--- src/rtl/pool_window_ctrl_if.sv ---
// Pooled-pixel output stream: show-ahead FIFO head plus valid/ready handshake.
// The master drives pixels; the slave drives i_ready.
interface pool_window_ctrl_if #(
   parameter int unsigned OUT_WIDTH = 8
);
   logic [OUT_WIDTH-1:0] o_data;
   logic                 o_valid;
   logic                 o_last;
   logic                 i_ready;

   modport master (output o_data, output o_valid, output o_last, input i_ready);
   modport slave  (input o_data, input o_valid, input o_last, output i_ready);
endinterface

--- src/rtl/pool_window_ctrl.sv ---
// Maxpool window sequencer: counts conv beats into windows, drives the maxpool, then
// requantises each window maximum and queues it in a small show-ahead output FIFO.
module pool_window_ctrl #(
   parameter int unsigned IN_WIDTH   = 48,
   parameter int unsigned OUT_WIDTH  = 8,
   parameter int unsigned POOL_SIZE  = 2,
   parameter int unsigned FM_SIZE    = 24,
   parameter int unsigned SHIFT      = 8,
   parameter int unsigned FIFO_DEPTH = 4
) (
   input  logic                       i_clk,
   input  logic                       i_rst,
   input  logic                       i_valid,
   input  logic signed [IN_WIDTH-1:0] i_mp_data,
   output logic                       o_clean,
   output logic                       o_en_mp,
   pool_window_ctrl_if.master         pix,
   output logic                       o_overflow,
   output logic                       o_gap_err
);

   localparam int unsigned WIN  = POOL_SIZE * POOL_SIZE;
   localparam int unsigned NWIN = (FM_SIZE / POOL_SIZE) * (FM_SIZE / POOL_SIZE);
   localparam int unsigned BW   = (WIN > 1) ? $clog2(WIN) : 1;
   localparam int unsigned WW   = (NWIN > 1) ? $clog2(NWIN) : 1;
   localparam int unsigned AW   = $clog2(FIFO_DEPTH);

   localparam logic [IN_WIDTH:0] Rnd    = (IN_WIDTH+1)'(1) << (SHIFT - 1);
   localparam logic [IN_WIDTH:0] SatMax = (IN_WIDTH+1)'((2 ** (OUT_WIDTH - 1)) - 1);

   logic [BW-1:0]       b_q, b_d;
   logic [WW-1:0]       w_q, w_d;
   logic                gap_q, gap_d;
   logic                ovf_q, ovf_d;
   logic                s1_vld_q, s1_vld_d;
   logic [IN_WIDTH-1:0] s1_data_q, s1_data_d;
   logic                s1_last_q, s1_last_d;

   logic [OUT_WIDTH:0]   mem_q [FIFO_DEPTH];
   logic [OUT_WIDTH:0]   mem_d [FIFO_DEPTH];
   logic [AW:0]          wr_ptr_q, wr_ptr_d, rd_ptr_q, rd_ptr_d;
   logic [OUT_WIDTH-1:0] hold_q, hold_d;

   logic                 empty, full, valid, pop, push_ok;
   logic [IN_WIDTH:0]    ext, sum, rq;
   logic [OUT_WIDTH-1:0] pix_val;
   logic [OUT_WIDTH:0]   head;

   // Window sequencing and stage-1 capture of the maxpool result on the last beat.
   always_comb begin
      b_d       = b_q;
      w_d       = w_q;
      gap_d     = gap_q;
      s1_vld_d  = 1'b0;
      s1_data_d = s1_data_q;
      s1_last_d = s1_last_q;
      if (i_valid) begin
         if (b_q == BW'(WIN - 1)) begin
            b_d       = '0;
            w_d       = (w_q == WW'(NWIN - 1)) ? '0 : w_q + WW'(1);
            s1_vld_d  = 1'b1;
            s1_data_d = i_mp_data;
            s1_last_d = (w_q == WW'(NWIN - 1));
         end else begin
            b_d = b_q + BW'(1);
         end
      end else if (b_q != '0) begin
         // Broken window: discard it without advancing the window count.
         gap_d = 1'b1;
         b_d   = '0;
      end
   end

   assign o_clean = i_rst || !i_valid || (b_q == '0);
   assign o_en_mp = !i_rst && i_valid && (b_q == '0);

   // ReLU, round-half-up shift and saturation; one extra bit keeps the rounding add exact.
   always_comb begin
      ext = {s1_data_q[IN_WIDTH-1], s1_data_q};
      sum = ext + Rnd;
      rq  = sum >> SHIFT;
      if (ext[IN_WIDTH]) begin
         pix_val = '0;
      end else if (rq > SatMax) begin
         pix_val = SatMax[OUT_WIDTH-1:0];
      end else begin
         pix_val = rq[OUT_WIDTH-1:0];
      end
   end

   assign empty   = (wr_ptr_q == rd_ptr_q);
   assign full    = (wr_ptr_q[AW] != rd_ptr_q[AW]) && (wr_ptr_q[AW-1:0] == rd_ptr_q[AW-1:0]);
   assign valid   = !i_rst && !empty;
   assign pop     = valid && pix.i_ready;
   assign push_ok = s1_vld_q && (!full || pop);
   assign head    = mem_q[rd_ptr_q[AW-1:0]];

   always_comb begin
      mem_d    = mem_q;
      wr_ptr_d = wr_ptr_q;
      rd_ptr_d = rd_ptr_q;
      hold_d   = hold_q;
      ovf_d    = ovf_q;
      if (push_ok) begin
         mem_d[wr_ptr_q[AW-1:0]] = {s1_last_q, pix_val};
         wr_ptr_d                = wr_ptr_q + (AW+1)'(1);
      end
      if (pop) begin
         rd_ptr_d = rd_ptr_q + (AW+1)'(1);
         hold_d   = head[OUT_WIDTH-1:0];
      end
      if (s1_vld_q && full && !pop) begin
         ovf_d = 1'b1;
      end
   end

   // When empty, o_data keeps showing the most recently consumed pixel.
   assign pix.o_valid = valid;
   assign pix.o_data  = i_rst ? '0 : (empty ? hold_q : head[OUT_WIDTH-1:0]);
   assign pix.o_last  = valid && head[OUT_WIDTH];
   assign o_overflow  = ovf_q;
   assign o_gap_err   = gap_q;

   always_ff @(posedge i_clk) begin
      if (i_rst) begin
         b_q       <= '0;
         w_q       <= '0;
         gap_q     <= 1'b0;
         ovf_q     <= 1'b0;
         s1_vld_q  <= 1'b0;
         s1_data_q <= '0;
         s1_last_q <= 1'b0;
         mem_q     <= '{default: '0};
         wr_ptr_q  <= '0;
         rd_ptr_q  <= '0;
         hold_q    <= '0;
      end else begin
         b_q       <= b_d;
         w_q       <= w_d;
         gap_q     <= gap_d;
         ovf_q     <= ovf_d;
         s1_vld_q  <= s1_vld_d;
         s1_data_q <= s1_data_d;
         s1_last_q <= s1_last_d;
         mem_q     <= mem_d;
         wr_ptr_q  <= wr_ptr_d;
         rd_ptr_q  <= rd_ptr_d;
         hold_q    <= hold_d;
      end
   end

endmodule

--- src/flat_wrapper.sv ---
// flat-port wrapper written by rule: the top's interface ports become plain ports
module pool_window_ctrl_flat 
#(
   parameter int unsigned IN_WIDTH   = 48,
   parameter int unsigned OUT_WIDTH  = 8,
   parameter int unsigned POOL_SIZE  = 2,
   parameter int unsigned FM_SIZE    = 24,
   parameter int unsigned SHIFT      = 8,
   parameter int unsigned FIFO_DEPTH = 4
)
  (i_clk, i_rst, i_valid, i_mp_data, o_clean, o_en_mp, o_overflow, o_gap_err, pix_o_data, pix_o_valid, pix_o_last, pix_i_ready);
  pool_window_ctrl_if #(.OUT_WIDTH(OUT_WIDTH)) pix_i ();
  input  logic i_clk;
  input  logic i_rst;
  input  logic i_valid;
  input  logic signed [IN_WIDTH-1:0] i_mp_data;
  output logic o_clean;
  output logic o_en_mp;
  output logic o_overflow;
  output logic o_gap_err;
  output wire logic [$bits(pix_i.o_data)-1:0] pix_o_data;
  output wire logic [$bits(pix_i.o_valid)-1:0] pix_o_valid;
  output wire logic [$bits(pix_i.o_last)-1:0] pix_o_last;
  input wire logic [$bits(pix_i.i_ready)-1:0] pix_i_ready;
  assign pix_o_data = pix_i.o_data;
  assign pix_o_valid = pix_i.o_valid;
  assign pix_o_last = pix_i.o_last;
  assign pix_i.i_ready = pix_i_ready;
  pool_window_ctrl #(.IN_WIDTH(IN_WIDTH), .OUT_WIDTH(OUT_WIDTH), .POOL_SIZE(POOL_SIZE), .FM_SIZE(FM_SIZE), .SHIFT(SHIFT), .FIFO_DEPTH(FIFO_DEPTH)) u_core (.i_clk(i_clk), .i_rst(i_rst), .i_valid(i_valid), .i_mp_data(i_mp_data), .o_clean(o_clean), .o_en_mp(o_en_mp), .pix(pix_i), .o_overflow(o_overflow), .o_gap_err(o_gap_err));
endmodule
--- config.mk ---
export PLATFORM = sky130hd
export DESIGN_NAME = pool_window_ctrl_flat
export DESIGN_NICKNAME = d
export VERILOG_FILES = /design/src/rtl/pool_window_ctrl_if.sv /design/src/rtl/pool_window_ctrl.sv /design/src/flat_wrapper.sv
export SDC_FILE = /design/constraint.sdc
export NUM_CORES = 1
export LEC_CHECK = 0
export ABC_AREA = 1
export CORE_MARGIN = 2
export CORE_UTILIZATION = 45
export DETAILED_ROUTE_END_ITERATION = 10
export GPL_TIMING_DRIVEN = 0
export PLACE_DENSITY = 0.76
export SLEW_MARGIN = 10
export SYNTH_ARGS = -nofsm -noshare
export SYNTH_HDL_FRONTEND = slang
export SYNTH_SLANG_ARGS = --single-unit
--- constraint.sdc ---
create_clock -name i_clk -period 2.31 [get_ports i_clk]
set_clock_uncertainty 0.1 [all_clocks]
set_input_delay 0.462 -clock i_clk [delete_from_list [all_inputs] [get_ports i_clk]]
set_output_delay 0.462 -clock i_clk [all_outputs]
set_load 0.01 [all_outputs]
Yosys cells after proc, flatten, opt, wreduce, memory -nomap -nowiden
Cells that the tools add are included.
{"block": "totals", "ff_bits": 112, "latchBits": 0, "mem_bits_rw": 0, "mem_bits_ro": 0, "inputBits": 52, "out_inout_bits": 14, "wordCells": 70, "n_memories": 0}
{"block": "op_classes", "n_addsub": 5, "mul": 0, "div_mod_pow": 0, "magnitude_cmp": 4, "eq_ne": 5, "shifts": 0, "muxes": 15, "n_bitwise": 3, "n_reduce_logical": 24}
{"op": "$add 48x9->49 const B", "count": 1}
{"op": "$gt 41x7->1 const B", "count": 1}
{"op": "$mux 8", "count": 5}
{"op": "$bwmux 36", "count": 1}
{"op": "$mux 9", "count": 3}
{"op": "$bmux 9 s2", "count": 1}
{"op": "$demux 9 s2", "count": 1}
{"op": "$logic_and 1x1->1", "count": 10}
{"op": "$add 8x1->8 const B", "count": 1}
{"op": "$eq 8x8->1 const B", "count": 1}
{"op": "$add 3x1->3 const B", "count": 2}
{"op": "$ge 3x3->1 const B", "count": 2}
{"op": "$mux 2", "count": 3}
{"op": "$not 2->3", "count": 2}
{"op": "$logic_not 1->1", "count": 5}
{"op": "$reduce_and 2->1", "count": 2}
{"op": "$reduce_bool 2->1", "count": 2}
{"op": "$eq 3x3->1", "count": 1}
{"op": "$logic_or 1x1->1", "count": 3}
{"op": "$lt 3x1->1 const B", "count": 1}
{"op": "$add 2x1->2 const B", "count": 1}
{"op": "$eq 2x2->1", "count": 1}
{"op": "$eq 2x2->1 const B", "count": 1}
{"op": "$logic_not 2->1", "count": 1}
{"op": "other kinds (4)", "count": 4}

Longest topological paths before layout
{"block": "depth", "depth_word": 6, "depth_mapped": 16, "depth_no_buf": 16}

Worst setup path before layout
OpenSTA, ideal clock, no wires.
{"block": "synth_path", "path_type": "register -> register", "start": "register u_core.s1_data_q[8]", "end": "register u_core.mem_q[0] (netlist name)", "setup_ps": 121, "arrival_time_ps": 1869, "required_time_ps": 2089, "slack_ps": 220, "stages_incl_launch_ff": 14, "n_path_buf": 0, "synth_period_minus_slack_ps": 2090, "cell_sequence": "dfxtp_1 -> ha_1 -> nand2_1 -> nor2_4 -> nand2_2 -> nor2_4 -> nand2_1 -> xor2_1 -> nor2_1 -> nand2_1 -> nor2_2 -> nand4_1 -> nand2_1 -> a21oi_1"}
{"block": "synth_between", "elab_chain_len": 5}
{"element": "from (decl)", "line": "pool_window_ctrl.sv:36", "source": "logic [IN_WIDTH-1:0] s1_data_q, s1_data_d;"}
{"element": "from (signal assigned)", "line": "pool_window_ctrl.sv:143", "source": "s1_data_q <= s1_data_d;"}
{"element": "$add 48x9->49 (*)", "line": "pool_window_ctrl.sv:80", "source": "sum = ext + Rnd;"}
{"element": "$gt 41x7->1", "line": "pool_window_ctrl.sv:84", "source": "end else if (rq > SatMax) begin"}
{"element": "$mux 8 (*)", "line": "pool_window_ctrl.sv:84"}
{"element": "$mux 8 (*)", "line": "pool_window_ctrl.sv:82", "source": "if (ext[IN_WIDTH]) begin"}
{"element": "$bwmux 36 (*)", "line": "pool_window_ctrl.sv:105", "source": "mem_d[wr_ptr_q[AW-1:0]] = {s1_last_q, pix_val};"}
{"element": "to (signal assigned)", "line": "pool_window_ctrl.sv:145", "source": "mem_q <= mem_d;"}
{"element": "to (decl)", "line": "pool_window_ctrl.sv:39", "source": "logic [OUT_WIDTH:0] mem_q [FIFO_DEPTH];"}
Mark *: on every way between the ends. The rest lies on a longest branch, timed or not.
A chain may end at the register's enable or synchronous reset.

Worst setup path after layout
{"block": "layout_path", "start": "register u_core.s1_data_q[8]", "end": "register u_core.mem_q[1] (netlist name)"}
Same word-level chain as after synthesis.

==> flow_summary.yaml <==
cells_and_area:
  num_antenna_cells: 0
  syn_to_final_growth_pct: 30.5
  final_layout_size_suffix_gt1_share_pct: 17.6
  nets: 977
  final_cell_mix: "nand2_1 (149), nor2_1 (112), o21ai_0 (104), dfxtp_1 (91), inv_1 (79)"
  final_common_cell: "nand2_1"
floorplan:
  io_pins: 66
  core_area_um2: 12000
  num_rows: 40
  fp.dieW_um: 114
  fp.dieH_um: 114
  initial_core_util_pct: 45.9
  die_area_um2: 13100
pwr:
  sw_frac_of_total_pct: 27.1
  clkPwrFrac_pct: 38.7
  power_density_nw_per_um2: 528
  seqPwrFrac_pct: 48.9
  p_int_uw: 2760
  power.combinational.fraction_pct: 12.4
  leakagePower_uw: 0.00286
  p_sw_uw: 1030
  p_total_uw: 3780
  ir_drop_v: 0.000460
min_path:
  hp-class: "in2reg"
route:
  firstDrtPassIters: 5
  vias: 5872
  wl_mm: 16.2
  route.detailed.drc: 0
  drt-initial-drc-count: 507
  wl_per_cell_um: 15.2
  final_antenna_net_count: 0
  routed_via_density: 5.50
status:
  outcome: "finished with violations"
  violations: "negative setup slack"
yosys:
  syn-cell-area_um2: 5490
  synth_edf_count: 0
  synth.distinct_cells: 32
  synthArstFlopShare_pct: 0
  synth_top_area_share_pct: 38.3
  synth_nets: 891
  synth_warnings: 0
  ys_seq_elements: 105
  yosys-top-cells-area: "dfxtp_1 (38%), nand2_1 (11%), o21ai_0 (11%)"
  synth_area_per_cell_um2: 6.61
  synth-seq-area-share_pct: 38.3
  synth_top_cell_by_area: "dfxtp_1"
  synth_ff_type: "dfxtp_1"
  synthCells: 830
placed_design:
  portBuffers: 57
  pre_cts_ws_ns: -1.06
  gp_congestion: 0.916
  hpwlAfterDp_mm: 10.9
critical_path:
  path_class: "reg2reg"
  cp.arrival_ns: 2.54
  slowest_delay_ns: 0.38
  path_cells: "ha_4, nand3_4, nor2_4, nand3_4, nor2_4, nand3_1, nand2_1, nand2_1, nor2_1, nand2_1, nor2_4, nand4_1, nand2_2, a21oi_1"
  cp_slowest_cell: "dfxtp_4"
  startpoint_type: "flip-flop"
  end_kind: "flip-flop"
  cp.required_ns: 2.45
  cp_num_buf_inv: 0
  path_delay_family: "simple AND/OR/NAND/NOR gates"
  cp_max_fo: 7
grt:
  track_usage_pct: 24.0
  antenna_found_initial: 0
  grt_max_degree: 19
  grt_pass1_wl_mm: 25.0
  grt_pass1_vias: 5242
  grt_overflow: 0
clock_tree:
  clockRootBuffer: "clkbuf_16"
  cts_made_buffers: 9
  htree_levels: 3
  cts_sinks: 105
  clk_latency_ns: 0.35
  cts_tree: "yes"
  clk_pin_slew_ns: 0.07
  clk_path_buf_depth: 2
timing:
  max_freq_mhz: 417
  finalCriticalPeriod_ns: 2.40
  setup_viol: 32
  hold_ws_ns: 0.358
  postLayoutSetupSlackWorst_ns: -0.0878
  finalCritPeriodShare_pct: 104
  slew_headroom_pct: 59.4
  tightest_slew_ns: 0.609
  rsz0062_at_grt: "true"
  hold_viol_final: 0
  slew_viol_final: 0
job:
  cap_violations: 0
[routing by layer]
| layer | global-route usage (%) | part of all wire (%) | vias to the layer above |
|---|---|---|---|
| met5 | 0 | 0 | - |
| met4 | 10.2 | 3.9 | 0 |
| met3 | 5.03 | 6.0 | 47 |
| met2 | 38.3 | 47 | 222 |
| met1 | 31.4 | 43 | 2716 |
| li1 | - | - | 2887 |
[kinds of logic (layout without fill, tap and decap cells)]
group / count (synthesis) / in the layout / share of synthesized area, %
xor gates and xnor gates: 19 / 19 / 3.03
and+or+nand+nor: 370 / 371 / 28.6
buffers and inverters: 118 / 208 / 8.23
adders and majority gates: 9 / 9 / 2.05
DFF: 105 / 105 / 38.3
AOI/OAI and AO/OA: 209 / 209 / 19.7
[power groups by stage]
stage	clock, µW	sequential (µW)	combinational, µW
CTS	1480	1850	414
floorplan	0	1890	217
finish	1460	1850	469
global placement	0	1890	384
detailed placement	0	1890	385
global route	1560	1850	510
[stage by stage]
step,area [µm²],cells,util (%),TNS [ns]
detailed placement,6240,1034,52.2,-34.16
global placement,6240,1034,52.2,-32.93
finish,7160,1068,59.9,-1.17
global route,7160,1068,59.9,-7.10
floorplan,5490,830,-,0
CTS,6770,1057,56.6,-0.192
[timing repair]
item | in CTS | in global routing
gates cloned | 2 | 2
gates resized for setup | 122 | 87
pin swaps | 22 | 32
setup endpoints to repair | 42 | 41
buffers inserted | 5 | 9
hold buffers | 0 | 0
[sequential cells by signal, indices dropped and copies added (netlist names)]
register and flops:
u_core.b_q 2, u_core.w_q 8, u_core.wr_ptr_q 3, u_core.s1_vld_q 1, u_core.mem_q 36, u_core.s1_last_q 1, u_core.hold_q 8, u_core.rd_ptr_q 3
u_core.o_gap_err 1, u_core.o_overflow 1, u_core.s1_data_q 41
[layout make-up]
class	count	area, µm²
plain buffers	31	203
clock buffers	9	225
clock inverters	7	52.6
fillers	1041	4800
inverters	87	349
multi-input cells	608	3310
flip-flops and latches	105	2130
well taps	147	184
repair buffers	74	704
[synthesized netlist by cell type, types with 4 or more instances]
| library cell | instances |
|---|---|
| clkbuf_1 | 25 |
| nand4_1 | 17 |
| nand2_2 | 4 |
| ha_1 | 9 |
| nor2_1 | 127 |
| nand2_1 | 165 |
| inv_1 | 85 |
| o21ai_0 | 118 |
| nand3_1 | 28 |
| o221ai_1 | 5 |
| buf_2 | 4 |
| nor2_4 | 6 |
| xor2_1 | 14 |
| a21oi_1 | 77 |
| dfxtp_1 | 105 |
| nor2_2 | 6 |
| xnor2_1 | 5 |
| nor3_1 | 12 |
[path summary, 6_finish.rpt]
path,from,to,slack [ns],cells past startpoint
worst max-delay path,u_core.s1_data_q[8],u_core.mem_q[1],-0.09,14
worst min-delay path,pix_i_ready,u_core.hold_q[6],0.36,2
worst max register to register,u_core.s1_data_q[8],u_core.mem_q[1],-0.09,14
worst min register to register,u_core.mem_q[7],u_core.mem_q[7],0.36,2
No activity file was read; power rests on OpenSTA's default activity.
